`config.mk`:
```
export PLATFORM = sky130hd
export DESIGN_NAME = ram_sum_reader
export DESIGN_NICKNAME = d
export VERILOG_FILES = /design/src/rtl/ram_sum_reader.sv
export SDC_FILE = /design/constraint.sdc
export NUM_CORES = 1
export LEC_CHECK = 0
export ABC_AREA = 1
export CORE_ASPECT_RATIO = 1.2
export CORE_MARGIN = 2
export CORE_UTILIZATION = 35
export CTS_BUF_LIST = sky130_fd_sc_hd__clkbuf_16
export DETAILED_ROUTE_END_ITERATION = 10
export SYNTH_ARGS = -nofsm -noshare
export SYNTH_HDL_FRONTEND = slang
export SYNTH_SLANG_ARGS = --single-unit
```
`constraint.sdc`:
```
create_clock -name clk -period 2.1 [get_ports clk]
set_input_delay 0.42 -clock clk [delete_from_list [all_inputs] [get_ports clk]]
set_output_delay 0.42 -clock clk [all_outputs]
set_load 0.005 [all_outputs]
```
`src/rtl/ram_sum_reader.sv`:
```
// Reads N words from a synchronous-read RAM, sums them modulo 2^32, writes the sum back to wb_addr.
// One word per cycle; result pulse (done) N+3 cycles after start, or 2 cycles for an empty job.
module ram_sum_reader (
  input  logic        clk,
  input  logic        rst_n,
  input  logic        start,
  input  logic [9:0]  base_addr,
  input  logic [10:0] count,
  input  logic [9:0]  wb_addr,
  output logic        busy,
  output logic        done,
  output logic [31:0] sum,
  output logic        overflow,
  output logic        ram_we,
  output logic [9:0]  ram_addr,
  output logic [31:0] ram_wdata,
  input  logic [31:0] ram_rdata
);

  typedef enum logic [2:0] {IDLE, ISSUE, DRAIN, WRITE, FIN} state_t;

  state_t      state, state_nxt;
  logic [10:0] eff_cnt;
  logic [10:0] remain;
  logic [9:0]  wb_q;
  logic [31:0] acc;
  logic        rd_vld;
  logic [32:0] acc_add;

  assign eff_cnt = (count > 11'd1024) ? 11'd1024 : count;
  assign acc_add = {1'b0, acc} + {1'b0, ram_rdata};

  always_ff @(posedge clk or negedge rst_n) begin
    if (!rst_n) state <= IDLE;
    else        state <= state_nxt;
  end

  always_comb begin
    state_nxt = state;
    case (state)
      IDLE:    if (start) state_nxt = (eff_cnt == 11'd0) ? WRITE : ISSUE;
      ISSUE:   if (remain == 11'd1) state_nxt = DRAIN;
      DRAIN:   state_nxt = WRITE;
      WRITE:   state_nxt = FIN;
      FIN:     state_nxt = IDLE;
      default: state_nxt = IDLE;
    endcase
  end

  always_comb begin
    busy      = (state != IDLE);
    done      = (state == FIN);
    ram_we    = (state == WRITE);
    ram_wdata = (state == WRITE) ? acc : 32'd0;
  end

  // rd_vld marks the cycle in which the word addressed one cycle earlier sits on ram_rdata.
  always_ff @(posedge clk or negedge rst_n) begin
    if (!rst_n) begin
      remain   <= '0;
      wb_q     <= '0;
      acc      <= '0;
      rd_vld   <= 1'b0;
      ram_addr <= '0;
      sum      <= '0;
      overflow <= 1'b0;
    end else begin
      rd_vld <= (state == ISSUE);
      if (rd_vld) begin
        acc <= acc_add[31:0];
        if (acc_add[32]) overflow <= 1'b1;
      end
      case (state)
        IDLE: if (start) begin
          remain   <= eff_cnt;
          wb_q     <= wb_addr;
          acc      <= '0;
          overflow <= 1'b0;
          ram_addr <= (eff_cnt == 11'd0) ? wb_addr : base_addr;
        end
        ISSUE: begin
          remain <= remain - 11'd1;
          if (remain != 11'd1) ram_addr <= ram_addr + 10'd1;
        end
        DRAIN: ram_addr <= wb_q;
        WRITE: sum <= acc;
        default: ;
      endcase
    end
  end

endmodule

```
; Yosys cells after proc, flatten, opt, wreduce, memory -nomap -nowiden
; Index checks and enable logic that the tools add are counted.
[totals]
elab_cells = 49
ff_bits = 100
ram_bits = 0
input_bits = 66
rom_bits = 0
output_inout_bits = 78
latchBits = 0
n_memories = 0
[classes]
n_eq_ne = 9
order_cmp = 1
n_div = 0
muxes = 19
n_addsub = 3
n_bitwise = 0
multipliers = 0
n_reduce_logical = 9
shift = 0
[op_table]
columns = operator, count
row1 = two-way mux 32 bit, 4
row2 = adder 32 x 32 -> 33 bit, 1
row3 = two-way mux 10 bit, 3
row4 = one-hot mux 10 bit (3 select lines), 1
row5 = two-way mux 11 bit, 2
row6 = one-hot mux 11 bit (2 select lines), 1
row7 = one-hot mux 3 bit (4 select lines), 1
row8 = "== test 11 x 1 -> 1 bit, second input constant", 1
row9 = "greater-than comparator 11 bit, second input constant", 1
row10 = logical NOT 11 bit, 1
row11 = "!= test 11 x 1 -> 1 bit, second input constant", 1
row12 = "subtractor 11 x 1 -> 11 bit, second input constant", 1
row13 = "adder 10 x 1 -> 10 bit, second input constant", 1
row14 = "== test 3 x 2 -> 1 bit, second input constant", 2
row15 = two-way mux 3 bit, 2
row16 = AND reduction 2 bit, 3
row17 = nonzero test 3 bit, 2
row18 = two-way mux 1 bit, 4
row19 = "!= test 2 bit, second input constant", 2
row20 = "== test 3 x 1 -> 1 bit, second input constant", 1
row21 = "== test 3 bit, second input constant", 1
row22 = logical NOT 3 bit, 1
row23 = AND reduction 3 bit, 1
row24 = two-way mux 2 bit, 1
row25 = 2 further kinds, 2

; Depth between registers and ports, before layout
[logic_depth]
ltp_word = 6
depth_mapped = 14
depth_no_buf = 14

; Worst setup path after synthesis
; OpenSTA, ideal clock, no wires.
[synth_timing]
path_type = input-to-reg
startpoint = in ram_rdata[0]
endpoint = reg acc[24]
cell_stages = 14
setup_time_ps = 113
t_arrival_ps = 1860
n_path_buf = 0
slack_ps = 128
t_required_ps = 1987
path_cell_list = ha_1 fa_1 nand3_1 nand3_1 nand2_1 nand2_1 nand2_1 nand2_1 nand2_1 nand2_1 nand2_1 nand3_1 nand2_1 inv_1
[synth_between]
elab_chain_len = 4
[synth_lines]
columns = element, line
row1 = start: declaration, 17  ; input logic [31:0] ram_rdata
row2 = adder 32 x 32 -> 33 bit (*), 31  ; assign acc_add = {1'b0, acc} + {1'b0, ram_rdata};
row3 = two-way mux 32 bit (*), 69  ; if (rd_vld) begin
row4 = two-way mux 32 bit, 74  ; IDLE: if (start) begin
row5 = two-way mux 32 bit (*), 73  ; case (state)
row6 = end signal: assignment, 70  ; acc <= acc_add[31:0];
row7 = end: declaration, 26  ; logic [31:0] acc;
; Mark *: on every way between the ends. The rest lies on a longest branch, timed or not.
; A chain may end at the register's enable or synchronous reset.

; Worst setup path after layout
[layout_timing]
startpoint = reg state[0]
endpoint = out ram_wdata[27]
[layout_between]
elab_chain_len = 2
[layout_lines]
columns = element, line
row1 = start: declaration, 22  ; state_t state, state_nxt;
row2 = start signal: assignment, 35  ; else state <= state_nxt;
row3 = == test 3 x 2 -> 1 bit, 54  ; ram_wdata = (state == WRITE) ? acc : 32'd0;
row4 = two-way mux 32 bit, 54
row5 = end: declaration, 16  ; output logic [31:0] ram_wdata,
; No other way between the ends.

==> flow_metrics.env <==
export IMPL_outcome="finished with violations"
export IMPL_violations="negative hold slack"
export IMPL_cts_root_buf="clkbuf_16"
export IMPL_dpl_hpwl_um=18010
export IMPL_start_util_pct=35.85
export IMPL_antenna_found_initial=0
export IMPL_routabilityCongestion=0.8916
export IMPL_drv_slew=0
export IMPL_chipWidth_um=138.0
export IMPL_clk_pin_slew_ns=0.08
export IMPL_fillCellCount=2178
export IMPL_vdd_drop_max_v=0.0005960
export IMPL_timing_fmax_mhz=483.4
export IMPL_arrival_ns=1.65
export IMPL_fin_tns_setup_ns=0
export IMPL_synth_cells=1180
export IMPL_yosysSeqAreaShare_pct=33.17
export IMPL_grt_total_usage_pct=20.95
export IMPL_netlist_top_cell_by_area="dfrtp_1"
export IMPL_reg2regPathDepth=12
export IMPL_slowest_delay_ns=0.36
export IMPL_setup_viol_count_final=0
export IMPL_htreeDepth=3
export IMPL_synthTopCellsByArea="dfrtp_1, nand2_1, inv_1, ha_1, nand3_1"
export IMPL_ctsHoldBuffers=0
export IMPL_cts_tree="done"
export IMPL_drtIter0Drc=530
export IMPL_grt_overflow_total=0
export IMPL_clkSinkCount=100
export IMPL_final_area_um2=10590
export IMPL_synthToLayoutAreaGrowth_pct=40.38
export IMPL_avgSynthCellArea_um2=6.394
export IMPL_synth_most_common_cell="nand2_1"
export IMPL_drc=0
export IMPL_cp_end_kind="output port"
export IMPL_grt_max_degree=56
export IMPL_cts_buffer_depth=2
export IMPL_grt_pass1_wl_um=38450
export IMPL_via_per_inst=4.668
export IMPL_async_reset_ff_share_pct=100.0
export IMPL_holdWs_ns=-0.01379
export IMPL_vias=7824
export IMPL_rsz0062_at_grt="true"
export IMPL_reg2reg_to="acc[20]$_DFF_PN0_"
export IMPL_final_hold_viol_count=10
export IMPL_slew_headroom_pct=61.40
export IMPL_nets=1503
export IMPL_diodes=0
export IMPL_wl_um=23930
export IMPL_drt_wirelength_per_cell_um=14.28
export IMPL_syn_nets=1282
export IMPL_synth_edff_count=0
export IMPL_r2r_slack_ns=0.14
export IMPL_synth_main_ff_cell="dfrtp_1"
export IMPL_drv_cap=0
export IMPL_num_rows=58
export IMPL_skew_ns=0.01082
export IMPL_place_area_um2=9883
export IMPL_grt_pass1_vias=7662
export IMPL_cp_slowest_cell="dfrtp_1"
export IMPL_dp_slack_ns=-0.4122
export IMPL_dieArea_um2=22750
export IMPL_ios=144
export IMPL_min_delay_path_class="input pin to asynchronous set/reset pin"
export IMPL_yosys_top_cells_count="nand2_1, inv_1, dfrtp_1"
export IMPL_die_h_um=164.8
export IMPL_synth_area_um2=7545
export IMPL_cts_buffers=9
export IMPL_reg2reg_from="acc[0]$_DFF_PN0_"
export IMPL_path_buf_inv=5
export IMPL_crit_chain="inv_2 -> nor3_4 -> inv_4 -> buf_12 -> buf_12 -> nor2_1 -> clkdlybuf4s15_1"
export IMPL_drt_pass1_iterations=7
export IMPL_startpoint_type="flip-flop"
export IMPL_synth_top_area_share_pct=33.17
export IMPL_path_delay_family="buffers and inverters"
export IMPL_cp_required_ns=1.68
export IMPL_clk_latency_ns=0.36
export IMPL_core_um2=21050
export IMPL_fin_ws_ns=0.03111
export IMPL_worst_path_most_repeated_cell="buf_12"
export IMPL_p_leak_nw=5.800
export IMPL_min_period_over_period_pct=98.52
export IMPL_layout_min_cycle_time_ns=2.069
export IMPL_synthDistinctLibCells=45
export IMPL_synth_seq_cells=100
export IMPL_port_buffers=143
export IMPL_worst_path_max_fanout=25
export IMPL_cellPowerDensity_nw_per_um2=1471
export IMPL_yosysWarningCount=0
export IMPL_ant_nets=0
export IMPL_tightestPinTransition_ns=0.5791
export IMPL_path_class="flip-flop to output port"
export IMPL_drive_gt1_share_pct=17.92
==> worst max-delay path by stage <==
stage,cells past startpoint,slack [ns],to,startpoint
3_3_place_gp,13,-0.39,acc[20]$_DFF_PN0_,ram_rdata[0]
4_1_cts,6,-0.18,ram_wdata[1],state[1]$_DFFE_PN0P_
5_1_grt,7,-0.05,ram_wdata[27],state[0]$_DFFE_PN0P_
2_1_floorplan,14,0.13,acc[24]$_DFF_PN0_,ram_rdata[0]
3_5_place_dp,13,-0.41,acc[20]$_DFF_PN0_,ram_rdata[0]
6_report,7,0.03,ram_wdata[27],state[0]$_DFFE_PN0P_
==> flip-flops by register name (all words and copies together), names as in the netlist <==
name      cells
acc          32
overflow      1
ram_addr     10
rd_vld        1
remain       11
state         3
sum          32
wb_q         10
==> kinds of logic after synthesis <==
| kind of cell | count (synthesis) | synth area share (%) |
|---|---|---|
| AO/OA/AOI/OAI | 155 | 12.27 |
| XOR/XNOR | 9 | 1.045 |
| adder cells (fa/ha/maj) | 36 | 6.070 |
| buffers and inverters | 296 | 15.14 |
| flip-flops | 100 | 33.17 |
| AND/OR/NAND/NOR | 584 | 32.31 |
==> per-stage QoR <==
stage	std cells	total power, mW	util [%]	hold WS [ns]
floorplan	1180	9.317	-	0.1244
global placement	1652	13.13	46.96	0.3888
detailed placement	1652	13.26	46.96	0.3872
CTS	1671	15.00	48.51	0.003155
global route	1676	17.22	50.33	0.01668
finish	1676	15.58	50.33	-0.01379
==> per-layer routing <==
metal	up-vias	global-route usage, %	routed length, um
met5	-	0	0
met4	0	4.917	602
met3	31	4.349	1206
met2	177	36.72	11230
met1	3541	26.62	10890
li1	4075	-	-
==> cells in the final DEF (no fill, tap or decap), types with 3 or more instances in the layout <==
cell type and instances:
clkdlybuf4s50_1 102, clkbuf_2 28, nor2_4 3, nand3_2 6, o21ai_2 3, buf_12 6
nand2_1 351, nand2_2 19, xnor2_1 5, dfrtp_1 100, o211ai_1 14, ha_4 21
a21oi_2 12, buf_4 88, inv_1 254, a21oi_1 21, o21ai_0 63, and2_1 4
o21ai_1 17, o21bai_1 8, nor3_1 8, nand3_1 75, nand4_1 11, inv_2 14
nor2_2 15, clkbuf_16 10, nor2_1 80, xor2_1 4, nor3_2 4, a22oi_1 4
ha_1 13, dlymetal6s2s_1 7
==> report_power, final <==
group          total (mW)  switching, mW  internal (mW)
combinational        10.2           5.62           4.62
clock                1.61          0.809          0.802
sequential           3.72          0.845           2.88
total                15.6           7.28           8.30
==> cell type report <==
cell class                 count  area (um2)  share of cell area [%]
clock buffer                   9       225.2                   2.126
clock inverter                 7       45.04                  0.4253
inverter                     268        1008                   9.522
multi-input combinational    784        4348                   41.05
sequential                   100        2502                   23.63
tap                          270       337.8                   3.190
timing repair buffer         238        2125                   20.06
==> timing repair <==
| action | CTS | global route |
|---|---|---|
| gates cloned | 1 | 1 |
| pin swaps | 1 | 16 |
| setup endpoints to repair | 37 | 48 |
| gates resized for setup | 52 | 133 |
| buffers inserted | 2 | 5 |
==> worst reg2reg max path, cell delays in order (launching register included) <==
cell and delay (ns):
dfrtp_1 0.39, ha_2 0.21, fa_2 0.37, nand3_2 0.07
nand3_2 0.08, buf_4 0.14, buf_4 0.13, nand4_1 0.10
nand3_1 0.08, nand2_1 0.06, nand2_1 0.05, o21bai_1 0.12
inv_1 0.05
(Power assumes the default switching activity.)
